===== src/rtl/e_lock_init.sv =====
// e_lock_init: 4x3 keypad door lock with arm/disarm state machine and intrusion alarm.
// Keypad and door inputs pass through one register stage before any decoding.
module e_lock_init #(
  parameter logic [15:0] CODE      = 16'h1155,
  parameter int unsigned MAX_FAILS = 2
) (
  input  logic       clk,
  input  logic       rst,
  input  logic       door,
  input  logic [3:0] row,
  input  logic [2:0] col,
  output logic [4:0] lights,
  output logic       key_signal
);

  localparam int unsigned FAIL_W = (MAX_FAILS < 2) ? 1 : $clog2(MAX_FAILS + 1);

  typedef enum logic [1:0] {
    ST_DISARMED = 2'd0,
    ST_ARMED    = 2'd1,
    ST_ALARM    = 2'd2
  } state_t;

  // input stage; door is stored as "open" so the reset value means closed
  logic              r_door_open_s1;
  logic [3:0]        r_row_s1;
  logic [2:0]        r_col_s1;

  state_t            r_state;
  logic [15:0]       r_buf;
  logic [1:0]        r_cnt;
  logic [FAIL_W-1:0] r_fails;
  logic              r_opened;
  logic              r_latch;
  logic              r_key_signal;
  logic [4:0]        r_lights;

  state_t            w_state_next;
  logic [15:0]       w_buf_next;
  logic [1:0]        w_cnt_next;
  logic [FAIL_W-1:0] w_fails_next;
  logic [FAIL_W-1:0] w_fails_inc;
  logic              w_opened_next;
  logic [4:0]        w_lights_next;

  logic              w_row_onehot;
  logic              w_col_onehot;
  logic              w_key_valid;
  logic              w_key_idle;
  logic              w_press;
  logic [1:0]        w_row_idx;
  logic [1:0]        w_col_idx;
  logic              w_is_star;
  logic              w_is_hash;
  logic              w_is_digit;
  logic [3:0]        w_digit;
  logic [15:0]       w_entry;
  logic              w_code_ok;

  always_ff @(posedge clk) begin
    if (rst) begin
      r_door_open_s1 <= 1'b0;
      r_row_s1       <= '0;
      r_col_s1       <= '0;
    end else begin
      r_door_open_s1 <= ~door;
      r_row_s1       <= row;
      r_col_s1       <= col;
    end
  end

  assign w_row_onehot = (r_row_s1 != 4'd0) && ((r_row_s1 & (r_row_s1 - 4'd1)) == 4'd0);
  assign w_col_onehot = (r_col_s1 != 3'd0) && ((r_col_s1 & (r_col_s1 - 3'd1)) == 3'd0);
  assign w_key_valid  = w_row_onehot && w_col_onehot;
  assign w_key_idle   = (r_row_s1 == 4'd0) && (r_col_s1 == 3'd0);
  assign w_press      = w_key_valid && !r_latch;

  // row 0 = top (1/2/3), column 0 = left; only meaningful when w_key_valid
  always_comb begin
    w_row_idx = 2'd3;
    w_col_idx = 2'd2;
    case (r_row_s1)
      4'b1000: w_row_idx = 2'd0;
      4'b0100: w_row_idx = 2'd1;
      4'b0010: w_row_idx = 2'd2;
      default: w_row_idx = 2'd3;
    endcase
    case (r_col_s1)
      3'b100:  w_col_idx = 2'd0;
      3'b010:  w_col_idx = 2'd1;
      default: w_col_idx = 2'd2;
    endcase
  end

  assign w_is_star  = (w_row_idx == 2'd3) && (w_col_idx == 2'd0);
  assign w_is_hash  = (w_row_idx == 2'd3) && (w_col_idx == 2'd2);
  assign w_is_digit = !w_is_star && !w_is_hash;
  assign w_digit    = (w_row_idx == 2'd3) ? 4'd0
                    : (4'(w_row_idx) * 4'd3) + 4'(w_col_idx) + 4'd1;
  assign w_entry     = {r_buf[11:0], w_digit};
  assign w_code_ok   = (w_entry == CODE);
  assign w_fails_inc = r_fails + FAIL_W'(1);

  always_comb begin
    w_state_next  = r_state;
    w_buf_next    = r_buf;
    w_cnt_next    = r_cnt;
    w_fails_next  = r_fails;
    w_opened_next = r_opened;
    unique case (r_state)
      ST_DISARMED: begin
        w_buf_next = '0;
        w_cnt_next = '0;
        if (r_door_open_s1) begin
          w_opened_next = 1'b1;
        end else if (r_opened || (w_press && w_is_hash)) begin
          w_state_next  = ST_ARMED;
          w_fails_next  = '0;
          w_opened_next = 1'b0;
        end
      end
      ST_ARMED, ST_ALARM: begin
        // an open door while armed outranks a key decoded in the same cycle
        if ((r_state == ST_ARMED) && r_door_open_s1) begin
          w_state_next = ST_ALARM;
          w_buf_next   = '0;
          w_cnt_next   = '0;
        end else if (w_press && w_is_star) begin
          w_buf_next = '0;
          w_cnt_next = '0;
        end else if (w_press && w_is_digit) begin
          if (r_cnt == 2'd3) begin
            w_buf_next = '0;
            w_cnt_next = '0;
            if (w_code_ok) begin
              w_state_next  = ST_DISARMED;
              w_fails_next  = '0;
              w_opened_next = 1'b0;
            end else if (r_state == ST_ARMED) begin
              w_fails_next = w_fails_inc;
              if (w_fails_inc >= FAIL_W'(MAX_FAILS)) begin
                w_state_next = ST_ALARM;
              end
            end
          end else begin
            w_buf_next = w_entry;
            w_cnt_next = r_cnt + 2'd1;
          end
        end
      end
      default: begin
        w_state_next = ST_DISARMED;
      end
    endcase
  end

  assign w_lights_next = {(w_state_next == ST_ARMED) && (w_fails_next != '0),
                          r_door_open_s1,
                          w_state_next == ST_ALARM,
                          w_state_next == ST_ARMED,
                          w_state_next == ST_DISARMED};

  always_ff @(posedge clk) begin
    if (rst) begin
      r_state      <= ST_DISARMED;
      r_buf        <= '0;
      r_cnt        <= '0;
      r_fails      <= '0;
      r_opened     <= 1'b0;
      r_latch      <= 1'b0;
      r_key_signal <= 1'b0;
      r_lights     <= 5'b00001;
    end else begin
      r_state      <= w_state_next;
      r_buf        <= w_buf_next;
      r_cnt        <= w_cnt_next;
      r_fails      <= w_fails_next;
      r_opened     <= w_opened_next;
      r_key_signal <= w_press;
      r_lights     <= w_lights_next;
      // only a fully idle keypad re-enables decoding; invalid chords keep the latch
      if (w_press) begin
        r_latch <= 1'b1;
      end else if (w_key_idle) begin
        r_latch <= 1'b0;
      end
    end
  end

  assign lights     = r_lights;
  assign key_signal = r_key_signal;

endmodule


===== config.mk =====
export PLATFORM = sky130hd
export DESIGN_NAME = e_lock_init
export DESIGN_NICKNAME = d
export VERILOG_FILES = /design/src/rtl/e_lock_init.sv
export SDC_FILE = /design/constraint.sdc
export NUM_CORES = 1
export LEC_CHECK = 0
export CAP_MARGIN = 10
export CORE_UTILIZATION = 30
export DETAILED_ROUTE_END_ITERATION = 8
export HOLD_SLACK_MARGIN = 0.03
export PLACE_DENSITY_LB_ADDON = 0.08
export SLEW_MARGIN = 10
export SYNTH_ARGS = -nofsm -noshare
export SYNTH_HDL_FRONTEND = slang
export SYNTH_SLANG_ARGS = --single-unit

===== constraint.sdc =====
create_clock -name clk -period 3.1 [get_ports clk]
set_input_delay 0.62 -clock clk [delete_from_list [all_inputs] [get_ports clk]]
set_output_delay 0.62 -clock clk [all_outputs]
set_load 0.005 [all_outputs]

## Word-level counts from Yosys, hierarchy flattened

Index checks and enable logic that the tools add are counted.

| word-level totals | value |
|---|---|
| register bits | 34 |
| input bits | 10 |
| output and inout port bits | 6 |
| logic and storage cells | 116 |

| operators by class | value |
|---|---|
| add/sub/neg operators | 6 |
| multipliers | 1 |
| $lt $le $gt $ge | 1 |
| equal/unequal tests | 20 |
| multiplexer cells | 42 |
| bitwise logic cells | 3 |
| reductions and logical operators | 32 |

Operators by type and width:

| cell | count |
|---|---|
| 2-to-1 mux 12 bit | 4 |
| 2-to-1 mux 2 bit | 21 |
| case mux 12 bit (2 select lines) | 1 |
| equality test 16 x 13 -> 1 bit (second input constant) | 1 |
| case mux 2 bit (2 select lines) | 4 |
| logical AND 1 bit | 13 |
| equality test 2 bit (second input constant) | 5 |
| inequality test 2 bit (second input constant) | 5 |
| 2-to-1 mux 1 bit | 9 |
| logical NOT 4 bit | 2 |
| AND reduction 7 bit | 1 |
| logical NOT 2 bit | 3 |
| logical NOT 3 bit | 2 |
| case mux 2 bit (3 select lines) | 1 |
| nonzero test 2 bit | 3 |
| adder 2 x 1 -> 2 bit (second input constant) | 2 |
| adder 4 x 1 -> 4 bit (second input constant) | 1 |
| adder 4 x 2 -> 4 bit | 1 |
| bitwise AND 4 bit | 1 |
| equality test 2 x 1 -> 1 bit (second input constant) | 2 |
| equality test 4 x 2 -> 1 bit (second input constant) | 1 |
| equality test 4 x 3 -> 1 bit (second input constant) | 1 |
| equality test 4 bit (second input constant) | 1 |
| multiplier 2 x 2 -> 4 bit (second input constant) | 1 |
| other kinds (17) | 19 |

## Logic depth before layout (Yosys ltp)

Gate-level depths: netlist of the first run.

| logic depth | value |
|---|---|
| depth in word-level cells | 15 |
| depth in mapped cells | 15 |
| mapped depth without buffers | 15 |

## Least setup slack after synthesis of the first run

No wires, ideal clock.

| timing path | value |
|---|---|
| path type | reg-to-reg |
| from | reg r_row_s1[0] |
| to | reg r_lights[4] (netlist: lights[4]) |
| setup time | 79 ps |
| arrival | 2,969 ps |
| data required time | 3,021 ps |
| slack | 51 ps |
| cell stages (with the launch flop) | 13 |
| path buffers | 0 |
| period minus slack after synthesis | 3,049 ps |
| path through | dfxtp_1 nor2_1 nand3b_1 ha_1 ha_1 inv_1 fa_1 and4b_1 nand3_1 or3_1 o31a_1 o22a_1 a211oi_2 |

| on the way | value |
|---|---|
| cells in the longest elaborated chain, start to end | 15 |
| elaborated cells between the ends (all ways) | 45 |
| those cells by class | 3 x add/sub; 1 x mul; 6 x eq/ne; 18 x mux; 1 x bitwise; 16 x reduce/logical |

RTL lines:

| item | RTL line | text |
|---|---|---|
| from (decl) | 26 | `logic [3:0] r_row_s1;` |
| from (signal assigned) | 67 | `r_row_s1 <= row;` |
| equality test 4 x 2 -> 1 bit, or another cell as far along | 82 | `case (r_row_s1)` |
| case mux 2 bit (3 select lines) | 82 |  |
| multiplier 2 x 2 -> 4 bit | 99 | `: (4'(w_row_idx) * 4'd3) + 4'(w_col_idx) + 4'd1;` |
| adder 4 x 2 -> 4 bit | 99 |  |
| adder 4 x 1 -> 4 bit | 99 |  |
| 2-to-1 mux 4 bit | 98 | `assign w_digit = (w_row_idx == 2'd3) ? 4'd0` |
| equality test 16 x 13 -> 1 bit | 101 | `assign w_code_ok = (w_entry == CODE);` |
| 2-to-1 mux 2 bit | 135 | `if (w_code_ok) begin` |
| 2-to-1 mux 2 bit | 132 | `if (r_cnt == 2'd3) begin` |
| 2-to-1 mux 2 bit | 131 | `end else if (w_press && w_is_digit) begin` |
| 2-to-1 mux 2 bit | 128 | `end else if (w_press && w_is_star) begin` |
| 2-to-1 mux 2 bit | 124 | `if ((r_state == ST_ARMED) && r_door_open_s1) begin` |
| case mux 2 bit (2 select lines) | 110 | `unique case (r_state)` |
| equality test 2 x 1 -> 1 bit / nonzero test 2 bit (equally long branches) | 157 | `assign w_lights_next = {(w_state_next == ST_ARMED) && (w_fails_next != '0),` |
| logical AND 1 bit * | 157 |  |
| to (signal assigned) | 180 | `r_lights <= w_lights_next;` |
| to (decl) | 36 | `logic [4:0] r_lights;` |

Mark *: on every way between the ends. The rest lies on a longest branch, timed or not.
A chain may end at the register's enable or synchronous reset.

## Worst setup path after layout of the first run

| timing path | value |
|---|---|
| from | reg r_row_s1[1] |
| to | reg r_lights[0] (netlist: lights[0]) |

| on the way | value |
|---|---|
| cells in the longest elaborated chain, start to end | 14 |
| elaborated cells between the ends (all ways) | 35 |
| those cells by class | 3 x add/sub; 1 x mul; 5 x eq/ne; 10 x mux; 1 x bitwise; 15 x reduce/logical |

RTL lines:

| item | RTL line | text |
|---|---|---|
| equality test 4 x 2 -> 1 bit, or another cell as far along | 82 |  |
| case mux 2 bit (3 select lines) | 82 |  |
| multiplier 2 x 2 -> 4 bit | 99 |  |
| adder 4 x 2 -> 4 bit | 99 |  |
| adder 4 x 1 -> 4 bit | 99 |  |
| 2-to-1 mux 4 bit | 98 |  |
| equality test 16 x 13 -> 1 bit | 101 |  |
| 2-to-1 mux 2 bit | 135 |  |
| 2-to-1 mux 2 bit | 132 |  |
| 2-to-1 mux 2 bit | 131 |  |
| 2-to-1 mux 2 bit | 128 |  |
| 2-to-1 mux 2 bit | 124 |  |
| case mux 2 bit (2 select lines) * | 110 |  |
| logical NOT 2 bit * | 161 | `w_state_next == ST_DISARMED};` |

Marked as above.

==> results of run 1 <==
[worst paths after layout]
path                           from                endpoint  slack, ns  cells after the start
max          r_row_s1[1]$_SDFF_PP0_    lights[0]$_SDFF_PP1_      -0.04                     12
min          r_buf[10]$_SDFFE_PP0P_  r_buf[10]$_SDFFE_PP0P_       0.45                      2
max reg2reg  r_row_s1[1]$_SDFF_PP0_    lights[0]$_SDFF_PP1_      -0.04                     12
min reg2reg  r_buf[10]$_SDFFE_PP0P_  r_buf[10]$_SDFFE_PP0P_       0.45                      2
[layer usage]
metal  vias to the layer above  GRT usage [%]  part of all wire (%)
met4                         0           6.11                  0.75
met3                         2           3.84                   2.9
met2                        21           24.4                    47
li1                        772              -                     -
met5                         -              0                     0
met1                       707           18.3                    50
[through the flow]
step / setup WS, ns / util (%) / area, µm² / hold WS, ns / power, mW
after floorplan: 0.0514 / - / 1750 / 0.428 / 0.584
after global placement: -0.0196 / 36.5 / 2040 / 0.444 / 0.647
after detailed placement: -0.0923 / 36.5 / 2040 / 0.445 / 0.649
after CTS: -0.0284 / 39.7 / 2210 / 0.455 / 1.06
after global routing: -0.185 / 40.0 / 2230 / 0.491 / 1.12
final: -0.0416 / 40.0 / 2230 / 0.451 / 1.05
[state kept, by name, indices dropped and copies added (netlist names)]
signal	cells
r_state	2
key_signal	1
lights	5
r_buf	12
r_opened	1
r_latch	1
r_fails	2
r_row_s1	4
r_col_s1	3
r_cnt	2
r_door_open_s1	1
[final cells by class]
cell class	count	area, µm²	share of cell area [%]
Multi-Input combinational cell	149	1060	47.5
Sequential cell	34	686	30.8
Timing Repair Buffer	28	248	11.1
Tap cell	72	90.1	4.04
Clock buffer	7	76.3	3.43
Inverter	10	38.8	1.74
Clock inverter	1	30.0	1.35
[worst max-delay path: cells and delay by family, from the launching register on]
kind | cells | cell delay [ns]
AO/OA/AOI/OAI | 3 | 0.71
adder cells (fa/ha/maj) | 3 | 1.05
buffers and inverters | 1 | 0.03
flip-flops | 1 | 0.34
AND/OR/NAND/NOR | 5 | 0.93
[power by group through the flow]
stage | registers (mW) | logic, mW | clock network [mW]
2_1_floorplan | 0.473 | 0.111 | 0
3_3_place_gp | 0.472 | 0.175 | 0
3_5_place_dp | 0.473 | 0.176 | 0
6_report | 0.464 | 0.191 | 0.392
4_1_cts | 0.464 | 0.189 | 0.406
5_1_grt | 0.466 | 0.216 | 0.434
[synthesized netlist by cell type (all sizes together), types with 3 or more instances]
cell	count
inv	9
nand3	13
nor4	3
nor2b	10
a21oi	20
ha	9
buf	3
nand3b	5
dfxtp	34
nor2	13
nor3	3
clkbuf	5
xor2	5
nand2	24
nand2b	4
[kinds of logic after synthesis]
group,Yosys count,share of synthesized area [%]
simple gates,86,26.9
fa+ha+maj,10,7.57
compound gates,45,18.1
flops,34,38.9
mux,1,0.643
xor+xnor,7,3.50
buf+inv,18,4.43
[what timing repair did]
action / 4_1_cts / 5_1_grt
resized for setup: 12 / 4
setup endpoints to repair: 6 / 7
pin swaps: 1 / 2
hold endpoints to repair: 0 / 0
setup buffers: 3 / 0
==> results.yml, run 1 <==
worst_setup_path:
  start_kind: "flop"
  max_stage_delay_ns: 0.51
  worstPathMaxFanout: 4
  required_ns: 3.31
  critPathArrivalTime_ns: 3.35
  cp-end-kind: "flop"
  crit_chain: "nor2_4, nand3b_1, ha_4, ha_4, inv_2, fa_1, and4b_1, nand3_2, or3_4, o31a_1, o22a_1, a21oi_1"
  crit_type: "flop to flop"
  cp_slowest_cell: "fa_1"
  crit_path_frequent_cell: "ha_4"
logic_synthesis:
  synth_top_area_share_pct: 38.9
  yosysWarnings: 0
  ys_async_sr_fraction_pct: 0
  synth_largest_area_cell: "dfxtp_1"
  synth_ff_type: "dfxtp_1"
  yosysSeqAreaShare_pct: 38.9
  synth_seq_cells: 34
  synthTopCellsByArea: "dfxtp_1 39%, ha_1 6.4%, a21oi_1 5.4%"
  avgSynthCellArea_um2: 8.71
  synthCells: 201
  syn_area_um2: 1750
  synth_cell_types: 53
  synth-edff-count: 0
  synth_fp_nets: 221
power:
  ir_worst_vdd_mv: 0.254
  power_switching_uw: 264
  p_per_area_nw_per_um2: 470
  p_clk_share_pct: 37.5
  internal-power_uw: 782
  swShare_pct: 25.3
  share_comb_of_total_power_pct: 18.2
  power_leakage_nw: 0.814
  p_seq_share_pct: 44.3
layout:
  num_antenna_cells: 0
  fin_nets: 248
  layout_commonest_cell: "dfxtp_1"
  drive_above_1_share_pct: 17.5
  syn_to_final_growth_pct: 27.1
  instances_no_fill: 301
  final_cell_mix: "32 x dfxtp_1, 23 x nand2_1, 19 x a21oi_1"
  nFillCells: 571
detailed_routing:
  drtAntennaViolNets: 0
  drt_iter0_markers: 47
  drc: 0
  wire_per_inst_um: 12.9
  vias: 1502
  drt_pass1_iterations: 4
  vias_per_cell: 4.99
  totalWireLength_mm: 3.89
floorplanning:
  ios: 16
  coreArea_um2: 5570
  num_rows: 27
  dieArea_um2: 6150
  initial_utilization_pct: 31.4
  die_y_um: 78.4
  die_w_um: 78.4
min_path:
  hold_path.class: "flop to flop"
global_routing:
  grt.total_usage_pct: 14.8
  antenna_found_initial: 0
  grt_pass1_vias: 1582
  grt_pass1_wl_mm: 7.13
  grt_max_degree: 32
  grt_overflow: 0
placed_design:
  portBuffers: 15
  place_congestion: 0.823
  dp.cells: 291
  dp_hpwl_mm: 2.88
sta:
  setup_slack_ns: -0.0416
  finalCritPeriodShare_pct: 101
  setup_viol: 2
  hold_viol: 0
  fin_skew_ns: 0.00771
  period_needed_ns: 3.14
  worst_slew_pin_slew_ns: 0.623
  maxSlewViolCount: 0
  finalSetupTns_ns: -0.0663
  rsz0062_at_grt: "yes"
  relSlewSlack_pct: 58.4
  fmax_ghz: 0.318
clock_tree:
  clkSinkCount: 34
  ctsHoldBuffers: 0
  root_buffer: "clkbuf_8"
  cts_tree: "yes"
  clock_path_buffers: 2
  h-tree-depth: 2
  numCtsBuffers: 5
  clk_latency_ns: 0.28
  clk_pin_slew_ns: 0.06
job:
  cap_violations: 0
status:
  outcome: "complete, but fails checks"
  violations: "setup timing"
No activity file was read; power rests on OpenSTA's default activity.
==> run 2: changes to the inputs <==
--- a/config.mk
+++ b/config.mk
@@ -8,6 +8,7 @@
 export CAP_MARGIN = 10
 export CORE_UTILIZATION = 30
 export DETAILED_ROUTE_END_ITERATION = 8
+export GPL_ROUTABILITY_DRIVEN = 0
 export HOLD_SLACK_MARGIN = 0.03
 export PLACE_DENSITY_LB_ADDON = 0.08
 export SLEW_MARGIN = 10
==> results of run 2 <==
Final layout, timing and power as in run 1 (identical DEF).
==> run 3: changes to the inputs <==
==> constraint.sdc (replaced) <==
create_clock -name clk -period 2.95 [get_ports clk]
set_input_delay 0.59 -clock clk [delete_from_list [all_inputs] [get_ports clk]]
set_output_delay 0.59 -clock clk [all_outputs]
set_load 0.005 [all_outputs]
==> run 3 against run 2 <==
  * The run still ends with setup timing left
  * Die area unchanged
  * Cell count up 2.0%
  * Setup slack got worse by 0.17 ns
  * Flip-flop and latch count is the same
  * Largest power group unchanged
  * Clock power increased by 6.1%
  * Via count is 2.0% higher
  * Non-clock buffer count grew 6
  * Critical path type unchanged
  * Critical path depth is the same
  * Register-to-register slack lost 0.17 ns
  * Core utilization up 0.94 points
  * Clock skew fell by 0.0014 ns
==> results.yml, run 3 (synthesis gave the netlist of run 1 again) <==
floorplanning:
  num_rows: 27
  ios: 16
  die_w_um: 78.4
  coreArea_um2: 5570
  dieArea_um2: 6150
  initial_utilization_pct: 31.4
  die_y_um: 78.4
detailed_routing:
  totalWireLength_mm: 4.03
  vias_per_cell: 4.99
  drc: 0
  wire_per_inst_um: 13.1
  vias: 1532
  drtAntennaViolNets: 0
  drt_pass1_iterations: 5
  drt_iter0_markers: 55
placed_design:
  dp_hpwl_mm: 3.00
  post_dp_cell_area_um2: 2070
  dp.cells: 295
  dpl_worst_slack_ns: -0.269
  portBuffers: 15
min_path:
  hold_path_depth: 2
  hold_path.class: "flop to flop"
layout:
  syn_to_final_growth_pct: 30.1
  num_antenna_cells: 0
  layout_commonest_cell: "dfxtp_1"
  largest_register_ffs: 12
  nFillCells: 576
  utilization_pct: 40.9
  regArea_um2: 686
  multi_input_area_um2: 1070
  instances_no_fill: 307
  largest_register: "r_buf"
  fin_nets: 254
  drive_above_1_share_pct: 21.7
  final_area_um2: 2280
  final_cell_mix: "30 x dfxtp_1, 23 x nand2_1, 19 x buf_4"
clock_tree:
  root_buffer: "clkbuf_8"
  h-tree-depth: 2
  ctsHoldBuffers: 0
  clkSinkCount: 34
  numCtsBuffers: 5
  clk_pin_slew_ns: 0.07
  clk_latency_ns: 0.28
  cts_tree: "yes"
  clock_path_buffers: 2
power:
  totalPowerFinal_mw: 1.11
  power_leakage_nw: 0.847
  p_per_area_nw_per_um2: 488
  ir_worst_vdd_mv: 0.266
sta:
  hold_viol: 0
  fmax_ghz: 0.316
  period_needed_ns: 3.16
  worst_slew_pin_slew_ns: 0.637
  rsz0062_at_grt: "yes"
  setup_slack_ns: -0.213
  relSlewSlack_pct: 57.3
  holdWs_ns: 0.453
  finalSetupTns_ns: -1.04
  setup_viol: 8
  fin_skew_ns: 0.00628
  maxSlewViolCount: 0
  finalCritPeriodShare_pct: 107
worst_setup_path:
  rrSetupSlack_ns: -0.21
  crit_type: "flop to flop"
  required_ns: 3.15
  critPathArrivalTime_ns: 3.37
  start_kind: "flop"
  reg2reg_depth: 12
  worstPathMaxFanout: 4
  cp-end-kind: "flop"
job:
  cap_violations: 0
status:
  violations: "setup timing"
  outcome: "complete, but fails checks"
global_routing:
  grt_overflow: 0
  grt.total_usage_pct: 14.3
  antenna_found_initial: 0
  grt_pass1_vias: 1477
  grt_pass1_wl_mm: 6.79
  grt_max_degree: 17
[run 3: power breakdown]
group          internal, mW  total, mW  switching [mW]
clock                 0.253      0.416           0.163
sequential            0.475      0.487          0.0117
combinational         0.100      0.210           0.110
total                 0.828       1.11           0.285
[run 3: worst max-delay path, cell delays in order, from the launching register on]
cell,delay [ns]
dfxtp_2,0.33
nor2_2,0.11
nand3b_1,0.15
ha_4,0.29
ha_4,0.27
inv_2,0.03
fa_1,0.49
and4b_1,0.22
nand3_2,0.10
or3_4,0.38
o31a_1,0.31
o22a_1,0.26
a211oi_2,0.15
[run 3: final cells by class]
type	instances	share of cell area, %
Timing Repair Buffer	34	12.8
Clock buffer	7	3.35
Clock inverter	1	1.32
Multi-Input combinational cell	149	46.8
Sequential cell	34	30.1
Tap cell	72	3.95
Inverter	10	1.70
[run 3: path summary, 6_finish.rpt]
kind | from | to
max | r_row_s1[3]$_SDFF_PP0_ | lights[4]$_SDFF_PP0_
min | r_buf[10]$_SDFFE_PP0P_ | r_buf[10]$_SDFFE_PP0P_
max reg2reg | r_row_s1[3]$_SDFF_PP0_ | lights[4]$_SDFF_PP0_
min reg2reg | r_buf[10]$_SDFFE_PP0P_ | r_buf[10]$_SDFFE_PP0P_
[run 3: timing repair]
action,4_1_cts,5_1_grt
resized for setup,7,6
hold endpoints to repair,0,0
setup buffers,2,2
setup endpoints to repair,8,9
pin swaps,9,9
[run 3: metal layers]
| metal | global-route usage (%) | vias up | wire (µm) |
|---|---|---|---|
| met2 | 23.1 | 20 | 1890 |
| li1 | - | 781 | - |
| met3 | 3.26 | 4 | 105 |
| met4 | 5.00 | 0 | 42 |
| met1 | 18.6 | 727 | 2000 |
| met5 | 0 | - | 0 |
